**config.mk**
```make
export PLATFORM = sky130hd
export DESIGN_NAME = id_ex_stage
export DESIGN_NICKNAME = d
export VERILOG_FILES = /design/src/rtl/id_ex_stage.sv
export SDC_FILE = /design/constraint.sdc
export NUM_CORES = 1
export LEC_CHECK = 0
export ABC_CLOCK_PERIOD_IN_PS = 2200
export CORE_UTILIZATION = 40
export DETAILED_ROUTE_END_ITERATION = 10
export DONT_BUFFER_PORTS = 1
export PLACE_DENSITY = 0.54
export SYNTH_ARGS = -nofsm -noshare
export SYNTH_HDL_FRONTEND = slang
export SYNTH_SLANG_ARGS = --single-unit
```
**constraint.sdc**
```tcl
create_clock -name clk -period 2.2 [get_ports clk]
set_input_delay 0 -clock clk [delete_from_list [all_inputs] [get_ports clk]]
set_output_delay 0 -clock clk [all_outputs]
set_load 0.02 [all_outputs]
```
**src/rtl/id_ex_stage.sv**
```systemverilog
// ID/EX pipeline register for the five-stage RV32I core: holds the decoded instruction,
// forwards MEM/WB results into the ALU operands and flags load-use hazards.
module id_ex_stage (
  input  logic        clk,
  input  logic        rst,
  input  logic        id_valid,
  input  logic [31:0] id_pc,
  input  logic [31:0] id_rs1_data,
  input  logic [31:0] id_rs2_data,
  input  logic [31:0] id_imm,
  input  logic [4:0]  id_rs1_addr,
  input  logic [4:0]  id_rs2_addr,
  input  logic [4:0]  id_rd_addr,
  input  logic [3:0]  id_alu_ctrl,
  input  logic        id_use_pc,
  input  logic        id_use_imm,
  input  logic        id_reg_write,
  input  logic        id_mem_read,
  input  logic        mem_reg_write,
  input  logic [4:0]  mem_rd_addr,
  input  logic [31:0] mem_result,
  input  logic        wb_reg_write,
  input  logic [4:0]  wb_rd_addr,
  input  logic [31:0] wb_result,
  input  logic        stall,
  input  logic        flush,
  output logic [3:0]  alu_ctrl,
  output logic [31:0] src1,
  output logic [31:0] src2,
  output logic        ex_valid,
  output logic        ex_reg_write,
  output logic        ex_mem_read,
  output logic [4:0]  ex_rd_addr,
  output logic [31:0] ex_store_data,
  output logic        load_use_hazard
);

  typedef struct packed {
    logic        valid;
    logic [31:0] pc;
    logic [31:0] rs1_data;
    logic [31:0] rs2_data;
    logic [31:0] imm;
    logic [4:0]  rs1_addr;
    logic [4:0]  rs2_addr;
    logic [4:0]  rd_addr;
    logic [3:0]  alu_ctrl;
    logic        use_pc;
    logic        use_imm;
    logic        reg_write;
    logic        mem_read;
  } ex_reg_t;

  typedef enum logic [1:0] {
    FWD_REG = 2'd0,
    FWD_MEM = 2'd1,
    FWD_WB  = 2'd2
  } fwd_sel_t;

  // An all-zero record is the bubble: no write, no load, ADD, x0 everywhere.
  localparam ex_reg_t BUBBLE = '0;

  ex_reg_t     ex_q;
  ex_reg_t     ex_d;
  fwd_sel_t    fwd1_sel;
  fwd_sel_t    fwd2_sel;
  logic [31:0] fwd_rs1;
  logic [31:0] fwd_rs2;

  // The youngest producer (MEM) wins; x0 is hard-wired and never forwarded.
  function automatic fwd_sel_t select_source(
    input logic [4:0] rs,
    input logic       mem_we,
    input logic [4:0] mem_rd,
    input logic       wb_we,
    input logic [4:0] wb_rd
  );
    fwd_sel_t sel;
    sel = FWD_REG;
    if (mem_we && (mem_rd != 5'd0) && (mem_rd == rs)) begin
      sel = FWD_MEM;
    end else if (wb_we && (wb_rd != 5'd0) && (wb_rd == rs)) begin
      sel = FWD_WB;
    end
    return sel;
  endfunction

  function automatic logic [31:0] pick(
    input fwd_sel_t    sel,
    input logic [31:0] held,
    input logic [31:0] mem_val,
    input logic [31:0] wb_val
  );
    logic [31:0] val;
    unique case (sel)
      FWD_MEM: val = mem_val;
      FWD_WB:  val = wb_val;
      default: val = held;
    endcase
    return val;
  endfunction

  always_comb begin
    fwd1_sel = select_source(ex_q.rs1_addr, mem_reg_write, mem_rd_addr,
                             wb_reg_write, wb_rd_addr);
    fwd2_sel = select_source(ex_q.rs2_addr, mem_reg_write, mem_rd_addr,
                             wb_reg_write, wb_rd_addr);
    fwd_rs1  = pick(fwd1_sel, ex_q.rs1_data, mem_result, wb_result);
    fwd_rs2  = pick(fwd2_sel, ex_q.rs2_data, mem_result, wb_result);
  end

  // The rs2 index is compared even for instructions that ignore rs2; a spurious
  // stall is harmless, a missed one is not.
  assign load_use_hazard = id_valid && ex_q.valid && ex_q.mem_read &&
                           (ex_q.rd_addr != 5'd0) &&
                           ((id_rs1_addr == ex_q.rd_addr) ||
                            (id_rs2_addr == ex_q.rd_addr));

  always_comb begin
    // NOTE: ex_d takes a full default first so no path through this block infers a latch.
    ex_d = ex_q;
    if (flush) begin
      ex_d = BUBBLE;
    end else if (stall) begin
      // Capture forwarded operands now; their producers may retire during the stall.
      ex_d.rs1_data = fwd_rs1;
      ex_d.rs2_data = fwd_rs2;
    end else if (load_use_hazard || !id_valid) begin
      ex_d = BUBBLE;
    end else begin
      ex_d.valid     = 1'b1;
      ex_d.pc        = id_pc;
      ex_d.rs1_data  = id_rs1_data;
      ex_d.rs2_data  = id_rs2_data;
      ex_d.imm       = id_imm;
      ex_d.rs1_addr  = id_rs1_addr;
      ex_d.rs2_addr  = id_rs2_addr;
      ex_d.rd_addr   = id_rd_addr;
      ex_d.alu_ctrl  = id_alu_ctrl;
      ex_d.use_pc    = id_use_pc;
      ex_d.use_imm   = id_use_imm;
      ex_d.reg_write = id_reg_write;
      ex_d.mem_read  = id_mem_read;
    end
  end

  always_ff @(posedge clk or negedge rst) begin
    if (!rst) begin
      ex_q <= BUBBLE;
    end else begin
      // NOTE: sequential state uses non-blocking assignment so every flop samples pre-edge values.
      ex_q <= ex_d;
    end
  end

  assign alu_ctrl      = ex_q.alu_ctrl;
  assign src1          = ex_q.use_pc  ? ex_q.pc  : fwd_rs1;
  assign src2          = ex_q.use_imm ? ex_q.imm : fwd_rs2;
  assign ex_store_data = fwd_rs2;
  assign ex_valid      = ex_q.valid;
  assign ex_reg_write  = ex_q.reg_write;
  assign ex_mem_read   = ex_q.mem_read;
  assign ex_rd_addr    = ex_q.rd_addr;

endmodule

```
# Yosys cells after proc, flatten, opt, wreduce, memory -nomap -nowiden
# Cells that the tools add are included.
dict set report totals {
  word_cells 53
  ff_bits 152
  input_bits 232
  out_inout_bits 109
}
dict set report op_classes {
  muxes 13
  n_reduce_logical 16
  n_eq_ne 11
}
# operator n
set op_table {}
lappend op_table {{2-to-1 mux 152 bit} 2}
lappend op_table {{case mux 32 bit (2 select lines)} 2}
lappend op_table {{2-to-1 mux 32 bit} 2}
lappend op_table {{2-to-1 mux 64 bit} 1}
lappend op_table {{2-to-1 mux 55 bit} 1}
lappend op_table {{2-to-1 mux 33 bit} 1}
lappend op_table {{== test 5 bit} 6}
lappend op_table {{nonzero test 5 bit} 3}
lappend op_table {{logical AND 1 bit} 10}
lappend op_table {{2-to-1 mux 2 bit} 4}
lappend op_table {{== test 2 x 1 -> 1 bit (second input constant)} 2}
lappend op_table {{== test 2 bit (second input constant)} 2}
lappend op_table {{logical OR 1 bit} 2}
lappend op_table {{!= test 2 x 1 -> 1 bit (second input constant)} 1}
lappend op_table {{logical NOT 1 bit} 1}

# Logic depth before layout (Yosys ltp)
dict set report depth {
  ltp_word 9
  mapped_depth 7
  ltp_nobuf 5
}

# Worst setup path after synthesis
# OpenSTA, ideal clock, no wires.
dict set report synth_timing {
  path_kind {flip-flop to output port}
  start {register ex_q[14] in the netlist's numbering}
  end {output port src2[10]}
  path_stages_with_launch 7
  path_slack_ns 0.047
  required_ns 2.200
  path_buffers 1
  arrival_ns 2.153
  cell_sequence {dfrtp_1 > xor2_1 > nor3_1 > clkbuf_1 > nand4_1 > a31oi_1 > mux2_2}
}
dict set report synth_via {
  elab_chain_len 7
  elab_cells_between_ends 10
  cone_classes {eq/ne (4); mux (4); reduce/logical (2)}
}
# element line_no
set synth_rtl {}
lappend synth_rtl {{start: declaration} 63} ;# ex_reg_t ex_q;
lappend synth_rtl {{start signal: assignment} 149} ;# ex_q <= BUBBLE;
lappend synth_rtl {{start signal: assignment} 152} ;# ex_q <= ex_d;
lappend synth_rtl {{== test 5 bit} 82} ;# end else if (wb_we && (wb_rd != 5'd0) && (wb_rd == rs)) begin
lappend synth_rtl {{logical AND 1 bit} 82}
lappend synth_rtl {{2-to-1 mux 2 bit} 82}
lappend synth_rtl {{2-to-1 mux 2 bit (*)} 80} ;# if (mem_we && (mem_rd != 5'd0) && (mem_rd == rs)) begin
lappend synth_rtl {{== test 2 bit / == test 2 x 1 -> 1 bit (equally long branches)} 95} ;# unique case (sel)
lappend synth_rtl {{case mux 32 bit (2 select lines) (*)} 95}
lappend synth_rtl {{net ex_store_data[10]} 34} ;# output logic [31:0] ex_store_data,
lappend synth_rtl {{2-to-1 mux 32 bit (*)} 158} ;# assign src2 = ex_q.use_imm ? ex_q.imm : fwd_rs2;
lappend synth_rtl {{end: declaration} 29} ;# output logic [31:0] src2,
# Mark *: on every way through the listed nets, which the timed path passes. The rest lies on a longest branch.

# Final worst setup path
dict set report layout_timing {
  start {register ex_q[16] in the netlist's numbering}
  end {output port src2[16]}
}
dict set report layout_via {
  elab_chain_len 7
  elab_cells_between_ends 10
  cone_classes {eq/ne (4); mux (4); reduce/logical (2)}
}
# element line_no
set layout_rtl {}
lappend layout_rtl {{== test 5 bit} 82}
lappend layout_rtl {{logical AND 1 bit} 82}
lappend layout_rtl {{2-to-1 mux 2 bit} 82}
lappend layout_rtl {{2-to-1 mux 2 bit (*)} 80}
lappend layout_rtl {{== test 2 bit / == test 2 x 1 -> 1 bit (equally long branches)} 95}
lappend layout_rtl {{case mux 32 bit (2 select lines) (*)} 95}
lappend layout_rtl {{2-to-1 mux 32 bit (*)} 158}
# Mark *: on every way between the ends. The rest lies on a longest branch, timed or not.

==> results.tsv <==
metric	value	unit
RSZ-0062 raised after global routing	yes	
grt ovf	0	
CTS Buf Count	17	
Async SR Flop Fraction	100	%
# rows	52	
area leader, netlist	dfrtp_1	
clk root buf	clkbuf_16	
crit path capture type	primary output	
yosys warns	0	
Rel. slew slack	18.0	%
hold_ws	-0.747	ns
via count	9279	
io pins	341	
DR WL/cell	27.8	um
P&R area growth vs syn	74.7	%
most common cell in the netlist	dfrtp_1	
Reg2Reg Setup Slack	-0.16	ns
type of the most critical hold path	in -> async	
Antenna diodes	0	
largest net degree at the start of global routing	153	
top post-synthesis cells by count	dfrtp_1, a22o_1, clkbuf_1	
clk sinks	152	
DRC viols	0	
CP max FO	8	
CTS max path bufs	2	
vias in the first global route	9658	
failing checks	hold timing, setup timing	
Port Buffers	0	
WP data required	2.20	ns
status	finished with violations	
CP Data Arrival Time	2.54	ns
H-Tree Depth	4	
post-synth top area share	45.6	%
final hold violations	153	
pre-CTS setup slack	0.0944	ns
worst r2r dst	ex_q[73]	
placed insts	1088	
CP Class	reg -> out	
synthesized area	8340	sq um
GRT Overall Usage	34.2	%
period utilisation layout	115	%
clk slew on worst S/H paths	0.07	ns
drt initial violations	709	
final std cells w/o fill	1414	
Seq cells post-synth	152	
leakage	6.00	nW
initial antenna violation count	1	
post-route ant nets	0	
CTS tree	built	
latest clock arrival within the worst-skew pair	0.43	ns
critical path launch point type	register	
Power Density	542	nW/um^2
Worst-Margin Slew	1.23	ns
setup ws final	-0.340	ns
DRT Wirelength	39300	um
Die H	146	um
via/cell ratio	6.56	
clk_skew	0.0153	ns
peak supply drop	0.000463	V
number of enable flip-flop cells after synthesis	0	
worst r2r src	ex_q[16]	
Final Util	71.5	%
die footprint	21400	sq um
layout cell share with drive strength beyond 1	38.7	%
area of the core	20400	sq um
Final min period	2.54	ns
R2R cell count	8	
drt pass-1 iters	6	
Die X	146	um
first-pass GRT wire length	56400	um
max_cap viols	0	
Distinct cells, synth	33	
ys flop type	dfrtp_1	
post-synthesis sequential area ratio	45.6	%
Synth area leaders	dfrtp_1, a22o_1, o31ai_1	
Pins Over Slew Limit	0	
synthesized area per cell	10.1	sq um
Final HPWL DP	20400	um
endpoints failing setup	101	
gpl congestion	0.873	
Achievable Freq	394	MHz
Mapped Cells	822	
Nets	1363	
Initial Utilization	40.9	%
syn nets	1054	
critical path, cell delays in order, from the launching register on:
cell	delay (ns)
dfrtp_1	0.43
xor2_2	0.18
or3_4	0.47
buf_12	0.18
o31ai_4	0.20
a31oi_2	0.14
buf_4	0.17
mux2_4	0.31
layout by cell type, fill, tap and decap left out, drive strengths merged, types with 2 or more instances in the layout:
cell,instances
mux2,32
nand4,34
a22o,119
or4,2
buf,177
o21ai,33
clkbuf,23
a31oi,32
dfrtp,152
inv,6
a221oi,32
dlygate4sd3,214
or2,3
clkinvlp,4
nand2,35
xor2,10
o2bb2ai,32
nor2,36
nor3,34
clkinv,3
nand3,3
o31ai,64
or3,2
xnor2,20
and3,33
o211ai,2
layout make-up:
| type | instances | area (sq um) |
|---|---|---|
| clock buffer | 18 | 439 |
| clock inverter | 14 | 138 |
| sequential | 152 | 3810 |
| multi-input combinational | 564 | 5710 |
| timing repair buffer | 396 | 4140 |
| fill | 1344 | 5800 |
| tap | 270 | 338 |
worst max path at each step:
stage	startpoint	endpoint	slack [ns]	cells past startpoint
2_1_floorplan	ex_q[14]	src2[10]	0.05	6
3_3_place_gp	ex_q[14]	src2[14]	0.14	7
3_5_place_dp	ex_q[14]	ex_q[71]	0.09	7
4_1_cts	ex_q[16]	src2[16]	-0.31	7
5_1_grt	ex_q[16]	src2[18]	-0.42	6
6_report	ex_q[16]	src2[16]	-0.34	7
cell families (layout without fill, tap and decap cells):
logic type      after synthesis  after routing  share of synthesized area, %
xor+xnor                     30             30                          3.15
compound gates              319            319                          30.1
mux                          32             32                          4.32
buf+inv                     106            428                          5.72
flops                       152            152                          45.6
simple gates                183            183                          11.1
power breakdown:
group | switching [W] | internal, W
Sequential | 0.000114 | 0.00291
Combinational | 0.000953 | 0.000952
Clock | 0.00135 | 0.00162
registers in the layout (all words and copies together), names as in the netlist:
register	flops
ex_mem_read	1
ex_valid	1
ex_reg_write	1
ex_rd_addr	5
ex_q	140
alu_ctrl	4
metal layers:
metal	up-vias	share of wire (%)	GRT usage (%)
li1	3850	-	-
met1	4711	37	41.1
met2	582	50	58.4
met3	134	8.1	8.69
met4	2	4.2	14.1
met5	-	0.033	0
stage by stage:
| step | setup TNS, ns | total power (W) | area [sq um] |
|---|---|---|---|
| 3_3_place_gp | 0 | 0.00409 | 9150 |
| 5_1_grt | -28.36 | 0.00813 | 14600 |
| 3_5_place_dp | 0 | 0.00411 | 9150 |
| 4_1_cts | -20.51 | 0.00762 | 13500 |
| 6_report | -21.57 | 0.00789 | 14600 |
| 2_1_floorplan | 0 | 0.00374 | 8340 |
what timing repair did:
item	CTS	global route
gates cloned	11	6
endpoints found under the setup margin	96	133
hold buffers	213	1
setup buffers	50	22
hold endpoints to repair	303	153
pin swaps	36	73
gates resized for setup	188	196
No activity file was read; power rests on OpenSTA's default activity.
